<file path="config.mk">
export PLATFORM = sky130hd
export DESIGN_NAME = seq_detector_param_flat
export DESIGN_NICKNAME = d
export VERILOG_FILES = /design/src/rtl/seq_det_pkg.sv /design/src/rtl/seq_detector_param_if.sv /design/src/rtl/seq_det_match_counter.sv /design/src/rtl/seq_detector_param.sv /design/src/flat_wrapper.sv
export SDC_FILE = /design/constraint.sdc
export NUM_CORES = 1
export LEC_CHECK = 0
export ABC_AREA = 0
export CORE_ASPECT_RATIO = 1.4
export CORE_UTILIZATION = 29
export DETAILED_ROUTE_END_ITERATION = 12
export GPL_TIMING_DRIVEN = 0
export HOLD_SLACK_MARGIN = 0.06
export PLACE_DENSITY_LB_ADDON = 0.08
export SLEW_MARGIN = 20
export SYNTH_ARGS = -nofsm -noshare
export SYNTH_HDL_FRONTEND = slang
export SYNTH_SLANG_ARGS = --single-unit
</file>
<file path="constraint.sdc">
create_clock -name clk -period 3.5 [get_ports clk]
set_input_delay 0.525 -clock clk [delete_from_list [all_inputs] [get_ports clk]]
set_output_delay 0.525 -clock clk [all_outputs]
set_load 0.01 [all_outputs]
</file>
<file path="src/rtl/seq_det_pkg.sv">
// Shared types and reset defaults for the programmable serial pattern detector.
package seq_det_pkg;
  typedef enum logic {FILL = 1'b0, ARMED = 1'b1} state_e;

  localparam logic [3:0] DEF_PATTERN = 4'b1001;
  localparam int         DEF_LEN     = 4;
  localparam logic       DEF_OVERLAP = 1'b1;

  function automatic int len_w(input int pat_w);
    return $clog2(pat_w + 1);
  endfunction
endpackage

</file>
<file path="src/rtl/seq_detector_param_if.sv">
// Serial-input / status bundle between the line front end and the detector.
interface seq_detector_param_if #(
  parameter int PAT_W = 8,
  parameter int CNT_W = 8,
  parameter int LEN_W = seq_det_pkg::len_w(PAT_W)
);
  logic             x;
  logic             x_valid;
  logic             cfg_load;
  logic [PAT_W-1:0] pattern;
  logic [LEN_W-1:0] pat_len;
  logic             overlap;
  logic             cnt_clr;
  logic             match;
  logic [CNT_W-1:0] match_cnt;
  logic             cnt_sat;

  modport master (output x, x_valid, cfg_load, pattern, pat_len, overlap, cnt_clr,
                  input  match, match_cnt, cnt_sat);
  modport slave  (input  x, x_valid, cfg_load, pattern, pat_len, overlap, cnt_clr,
                  output match, match_cnt, cnt_sat);
endinterface

</file>
<file path="src/rtl/seq_det_match_counter.sv">
// Saturating event counter; a clear coincident with an event restarts at one.
module seq_det_match_counter #(
  parameter int CNT_W = 8
) (
  input  logic             clk,
  input  logic             rst,
  input  logic             inc,
  input  logic             clr,
  output logic [CNT_W-1:0] cnt,
  output logic             sat
);
  assign sat = &cnt;

  always_ff @(posedge clk or negedge rst) begin
    if (!rst)            cnt <= '0;
    else if (clr)        cnt <= inc ? CNT_W'(1) : '0;
    else if (inc && !sat) cnt <= cnt + CNT_W'(1);
  end
endmodule

</file>
<file path="src/rtl/seq_detector_param.sv">
// Runtime-programmable serial pattern detector with overlap control,
// registered match pulse and saturating hit counter.
module seq_detector_param
  import seq_det_pkg::*;
#(
  parameter int PAT_W = 8,
  parameter int CNT_W = 8,
  parameter int LEN_W = len_w(PAT_W)
) (
  input logic                clk,
  input logic                rst,
  seq_detector_param_if.slave bus
);
  logic [PAT_W-1:0] pat_q, hist_q, hist_n;
  logic [LEN_W-1:0] len_q, fill_q, fill_n, fill_inc, len_clamp;
  logic             ovl_q, match_q, hit, eq, armed_n;
  state_e           state_q, state_n;

  always_comb begin
    len_clamp = bus.pat_len;
    if (bus.pat_len == '0)                  len_clamp = LEN_W'(1);
    else if (bus.pat_len > LEN_W'(PAT_W))   len_clamp = LEN_W'(PAT_W);
  end

  // Compare only the low len bits of the post-shift history.
  always_comb begin
    hist_n   = {hist_q[PAT_W-2:0], bus.x};
    fill_inc = (fill_q >= LEN_W'(PAT_W)) ? fill_q : fill_q + LEN_W'(1);
    eq       = 1'b1;
    for (int i = 0; i < PAT_W; i++)
      if (i < int'(len_q) && hist_n[i] != pat_q[i]) eq = 1'b0;
    armed_n  = (state_q == ARMED) || (fill_inc >= len_q);
    hit      = bus.x_valid && !bus.cfg_load && armed_n && eq;
  end

  always_comb begin
    fill_n  = fill_q;
    state_n = state_q;
    if (bus.cfg_load) begin
      fill_n  = '0;
      state_n = FILL;
    end else if (bus.x_valid) begin
      if (hit && !ovl_q) begin
        fill_n  = '0;
        state_n = FILL;
      end else begin
        fill_n = fill_inc;
        if (armed_n) state_n = ARMED;
      end
    end
  end

  always_ff @(posedge clk or negedge rst) begin
    if (!rst) begin
      pat_q   <= PAT_W'(DEF_PATTERN);
      len_q   <= LEN_W'(DEF_LEN);
      ovl_q   <= DEF_OVERLAP;
      hist_q  <= '0;
      fill_q  <= '0;
      state_q <= FILL;
      match_q <= 1'b0;
    end else begin
      match_q <= hit;
      fill_q  <= fill_n;
      state_q <= state_n;
      if (bus.cfg_load) begin
        pat_q  <= bus.pattern;
        len_q  <= len_clamp;
        ovl_q  <= bus.overlap;
        hist_q <= '0;
      end else if (bus.x_valid) begin
        hist_q <= hist_n;
      end
    end
  end

  // The counter counts the registered pulse, so it settles one cycle after match.
  seq_det_match_counter #(.CNT_W(CNT_W)) u_cnt (
    .clk (clk),
    .rst (rst),
    .inc (match_q),
    .clr (bus.cnt_clr),
    .cnt (bus.match_cnt),
    .sat (bus.cnt_sat)
  );

  assign bus.match = match_q;
endmodule
</file>
<file path="src/flat_wrapper.sv">
// flat-port wrapper written by rule: the top's interface ports become plain ports
module seq_detector_param_flat import seq_det_pkg::*;
#(
  parameter int PAT_W = 8,
  parameter int CNT_W = 8,
  parameter int LEN_W = len_w(PAT_W)
)
  (clk, rst, bus_x, bus_x_valid, bus_cfg_load, bus_pattern, bus_pat_len, bus_overlap, bus_cnt_clr, bus_match, bus_match_cnt, bus_cnt_sat);
  seq_detector_param_if #(.PAT_W(PAT_W), .CNT_W(CNT_W), .LEN_W(LEN_W)) bus_i ();
  input logic clk;
  input logic rst;
  input wire logic [$bits(bus_i.x)-1:0] bus_x;
  input wire logic [$bits(bus_i.x_valid)-1:0] bus_x_valid;
  input wire logic [$bits(bus_i.cfg_load)-1:0] bus_cfg_load;
  input wire logic [$bits(bus_i.pattern)-1:0] bus_pattern;
  input wire logic [$bits(bus_i.pat_len)-1:0] bus_pat_len;
  input wire logic [$bits(bus_i.overlap)-1:0] bus_overlap;
  input wire logic [$bits(bus_i.cnt_clr)-1:0] bus_cnt_clr;
  output wire logic [$bits(bus_i.match)-1:0] bus_match;
  output wire logic [$bits(bus_i.match_cnt)-1:0] bus_match_cnt;
  output wire logic [$bits(bus_i.cnt_sat)-1:0] bus_cnt_sat;
  assign bus_i.x = bus_x;
  assign bus_i.x_valid = bus_x_valid;
  assign bus_i.cfg_load = bus_cfg_load;
  assign bus_i.pattern = bus_pattern;
  assign bus_i.pat_len = bus_pat_len;
  assign bus_i.overlap = bus_overlap;
  assign bus_i.cnt_clr = bus_cnt_clr;
  assign bus_match = bus_i.match;
  assign bus_match_cnt = bus_i.match_cnt;
  assign bus_cnt_sat = bus_i.cnt_sat;
  seq_detector_param #(.PAT_W(PAT_W), .CNT_W(CNT_W), .LEN_W(LEN_W)) u_core (.clk(clk), .rst(rst), .bus(bus_i));
endmodule
</file>
Word-level counts from Yosys, hierarchy flattened
Cells that the tools add are included.
- logic and storage cells: 75
- bits in registers: 34
- output and inout bits: 10
- bits of input ports: 19
- order comparisons: 11
- $add $sub $neg: 2
- mux-type cells: 23
- reduce and logical (&&, ||, !) cells: 23
- equality and inequality tests: 8
- operator list (kind ; count):
    $mux 4 ; 6
    $lt 3x4->1 const A ; 4
    $mux 8 ; 2
    $mux 7 ; 2
    $logic_and 1x1->1 ; 13
    $mux 1 ; 13
    $add 8x1->8 const B ; 1
    $lt 1x4->1 const A ; 2
    $lt 2x4->1 const A ; 2
    $ne 1x1->1 ; 8
    $reduce_and 8->1 ; 1
    $add 4x1->4 const B ; 1
    $ge 4x4->1 ; 1
    $ge 4x4->1 const B ; 1
    $gt 4x4->1 const B ; 1
    $logic_not 4->1 ; 1
    $reduce_bool 2->1 ; 2
    $logic_not 1->1 ; 3
    $reduce_bool 3->1 ; 1
    $reduce_and 2->1 ; 1
    $logic_or 1x1->1 ; 1

Logic depth before layout (Yosys ltp)
- word-level depth: 15
- mapped depth: 10
- depth with buffers taken out: 10

Modules after synthesis
Synthesis repeated with hierarchy kept, for this count alone.
- cells, all modules: 168
- area total of the unflattened synthesis: 1799.2 µm²
- by module, submodules not included (module ; cells each ; seq. area each (µm²) ; times used ; area each (µm²)):
    seq_detector_param ; 120 ; 655.6 ; 1 ; 1338.8
    seq_det_match_counter ; 48 ; 200.2 ; 1 ; 460.4

Worst setup path after synthesis
OpenSTA, ideal clock, no wires.
- path type: reg2reg
- start point: register u_core.fill_q[0]
- end point: register u_core.fill_q[0]
- arrival time: 2.193 ns
- clock period less this slack: 2.334 ns
- cell stages (with the launch flop): 10
- slack: 1.166 ns
- path buffers: 0
- setup time: 0.141 ns
- data required time: 3.359 ns
- cell sequence: dfrtp_1 inv_1 ha_1 mux2_2 ha_1 a2111oi_4 o21ba_2 o41ai_4 a21o_1 o31ai_1
- cells in the longest elaborated chain, start to end: 10
- elaborated cells on any way between the ends: 11
- classes of those cells: add/sub (1); order compare (2); mux (4); reduce/logical (4)
- RTL lines (what ; RTL line ; text):
    from (decl) ; seq_detector_param.sv:15 ; logic [LEN_W-1:0] len_q, fill_q, fill_n, fill_inc, len_clamp;
    from (signal assigned) ; seq_detector_param.sv:64 ; fill_q <= fill_n;
    $add 4x1->4 / $ge 4x4->1 (equally long branches) ; seq_detector_param.sv:28 ; fill_inc = (fill_q >= LEN_W'(PAT_W)) ? fill_q : fill_q + LEN_W'(1);
    $mux 4 (*) ; seq_detector_param.sv:28 ;
    $ge 4x4->1 ; seq_detector_param.sv:32 ; armed_n = (state_q == ARMED) || (fill_inc >= len_q);
    $logic_or 1x1->1 ; seq_detector_param.sv:32 ;
    $logic_and 1x1->1 (2 in series) ; seq_detector_param.sv:33 ; hit = bus.x_valid && !bus.cfg_load && armed_n && eq;
    $logic_and 1x1->1 ; seq_detector_param.sv:43 ; if (hit && !ovl_q) begin
    $mux 4 (*) ; seq_detector_param.sv:43 ;
    $mux 4 (*) ; seq_detector_param.sv:42 ; end else if (bus.x_valid) begin
    $mux 4 (*) ; seq_detector_param.sv:39 ; if (bus.cfg_load) begin
Mark *: on every way between the ends. The rest lies on a longest branch, timed or not. The select of a mux whose other input is x is not followed.
A chain may end at the register's enable or synchronous reset.

Worst setup path in the final report
Ends and elaborated chain as after synthesis.

==> impl_metrics.tcl <==
set metrics [dict create \
    outcome "complete, no violations" \
    clock-sinks 34 \
    r2r-start "u_core.fill_q[0]" \
    cts_resized 0 \
    antenna_found_initial 0 \
    num-nets-final 227 \
    r2r-end "u_core.fill_q[0]" \
    area_growth_pct 24.9 \
    start_util 0.305 \
    track_usage 0.131 \
    cp-end-kind "flip-flop" \
    skew_ns 0.00531 \
    cp_data_arrival_time_ns 2.71 \
    rows 33 \
    gp_congestion 0.746 \
    clkTransAtPathRegs_ns 0.07 \
    finalHoldViolCount 0 \
    drt-initial-drc-count 43 \
    synth-edff-count 0 \
    crit_buf_inv 1 \
    dr.pass1.iters 4 \
    crit_top_cell "ha_1" \
    path_class "flip-flop to flip-flop" \
    grt_overflow 0 \
    hold_ws_ns 0.166 \
    p_int_mw 0.650 \
    critPathRequiredTime_ns 3.64 \
    slew_headroom 0.548 \
    slowest_delay_ns 0.47 \
    vias_per_cell 4.83 \
    reg2regPathDepth 9 \
    post_cts_buffers 0 \
    grt_start_max_net_pins 20 \
    ys_seq_elements 34 \
    synthFlopType "dfrtp_1" \
    vias 1315 \
    cap_violations 0 \
    ant_nets 0 \
    final_util 0.381 \
    path_cells "inv_1 > ha_1 > mux2_2 > ha_1 > a2111oi_4 > o21ba_2 > o41ai_4 > a21o_1 > o31ai_1" \
    post-route-min-period_ns 2.58 \
    cts_root_buffer "clkbuf_8" \
    syn_nets 194 \
    final_max_slew_viol_count 0 \
    period_share 0.736 \
    critPathTopFamily "compound AO/OA/AOI/OAI gates" \
    cts_buffer_depth 2 \
    coreArea_sq_um 5950 \
    routed_wl_um 3780 \
    critical_path.max_fanout 6 \
    pin_count 29 \
    drive_above_1_share 0.153 \
    yosysWarnings 0 \
    io_buffers 25 \
    netlist_instances 168 \
    holdBufCountCts 0 \
    tritoncts "done" \
    synth_cell_type_count 40 \
    async_flop_share 1.00 \
    worst_pin_slew_ns 0.679 \
    drt-wirelength-per-cell_um 13.9 \
    pwr-share-comb 0.165 \
    cts-buffers-inserted 5 \
    cts-htree-levels 2 \
    rrSetupSlack_ns 0.92 \
    max-vdd-ir-drop_v 0.000229 \
    die_h_um 95.6 \
    mostFrequentLayoutCell "dfrtp_1" \
    design.die.area_sq_um 6590 \
    syn_area_sq_um 1820 \
    powerDensity_nw_per_um2 386 \
    clkLatencyLatePin_ns 0.28 \
    syn_area_per_cell_sq_um 10.8 \
    swShare 0.258 \
    grt_pass1_vias 1328 \
    hold_class "input port to async pin" \
    die_w_um 68.9 \
    grt_pass1_wl_um 6210 \
    switching_power_mw 0.226 \
    fmax_ghz 0.388 \
    rsz0062_at_grt "no" \
    final_cell_mix "30 x dfrtp_1, 25 x nor2_1, 24 x clkdlybuf4s50_1" \
    diodes 0 \
    drc_errors 0 \
    p_clk_frac 0.338 \
    finalSetupTns_ns 0 \
    post-dp-hpwl_um 2970 \
    p_seq_frac 0.497 \
    cp_slowest_cell "o41ai_4" \
    setup_viol 0 \
    synth_seq_area_share 0.471 \
    p_leak_nw 0.995 \
    startpoint_type "flip-flop" \
]
## layer usage
layer,global-route usage,part of all wire
met1,0.149,0.41
met4,0.0510,0.012
met5,0,0
met2,0.228,0.54
met3,0.0335,0.036
## flip-flops by register name, indices dropped and copies added (netlist names)
name / flops
u_core.hist_q: 7
u_core.fill_q: 4
u_core.state_q: 1
u_core.len_q: 4
u_core.pat_q: 8
u_core.u_cnt.cnt: 8
u_core.ovl_q: 1
u_core.bus.match: 1
## synthesized netlist by cell type (2+ instances only)
cell type / n / area share
nand2_1: 8 / 0.017
xnor2_1: 5 / 0.024
o22ai_1: 4 / 0.014
inv_1: 8 / 0.017
nand4_1: 2 / 0.0069
a21oi_1: 4 / 0.011
and3_1: 3 / 0.010
clkbuf_1: 4 / 0.0083
ha_1: 7 / 0.048
dfstp_2: 4 / 0.058
nor2_1: 25 / 0.052
mux2_2: 10 / 0.062
nand2b_1: 4 / 0.014
nor2b_1: 3 / 0.010
nand3_1: 2 / 0.0055
nor3_1: 2 / 0.0055
o21ai_0: 5 / 0.014
xor2_1: 10 / 0.048
mux2i_1: 8 / 0.044
dfrtp_1: 30 / 0.41
## cell type report
cell class                      instances  area, sq um
Timing Repair Buffer                   26          273
Tap cell                               70         87.6
Clock inverter                          1         5.00
Sequential cell                        34          856
Fill cell                             585         3680
Buffer                                  7         43.8
Clock buffer                            7         86.3
Multi-Input combinational cell        118          882
Inverter                                9         33.8
## per-stage QoR
step                      setup WS, ns  power, mW  area (sq um)  cells
after floorplan                   1.17      0.533          1820    168
after global placement           0.958      0.583          2150    263
after detailed placement         0.912      0.590          2180    264
after CTS                        0.892      0.896          2270    272
after global routing             0.804      0.924          2270    272
final                            0.925      0.876          2270    272
## power groups by stage
stage | logic (mW) | registers (mW) | clock network (mW)
after floorplan | 0.0946 | 0.439 | 0
after global placement | 0.140 | 0.443 | 0
after detailed placement | 0.146 | 0.443 | 0
after CTS | 0.147 | 0.436 | 0.313
after global routing | 0.160 | 0.439 | 0.325
final | 0.144 | 0.436 | 0.296
## kinds of logic after synthesis
family | after synthesis | share of synthesized area
flip-flops | 34 | 0.471
buffers and inverters | 16 | 0.0427
AND/OR/NAND/NOR | 51 | 0.128
multiplexers | 18 | 0.106
adder cells (fa/ha/maj) | 7 | 0.0482
XOR/XNOR | 15 | 0.0724
AO/OA/AOI/OAI | 27 | 0.131
## worst max path at each step
stage / depth (start not counted) / from / to
2_1_floorplan: 9 / u_core.fill_q[0] / u_core.fill_q[0]
3_3_place_gp: 9 / u_core.fill_q[0] / u_core.fill_q[0]
3_5_place_dp: 9 / u_core.fill_q[0] / u_core.fill_q[0]
4_1_cts: 9 / u_core.fill_q[0] / u_core.fill_q[0]
5_1_grt: 9 / u_core.fill_q[0] / u_core.fill_q[0]
6_report: 9 / u_core.fill_q[0] / u_core.fill_q[0]
Power figures use the tool's default switching activity.
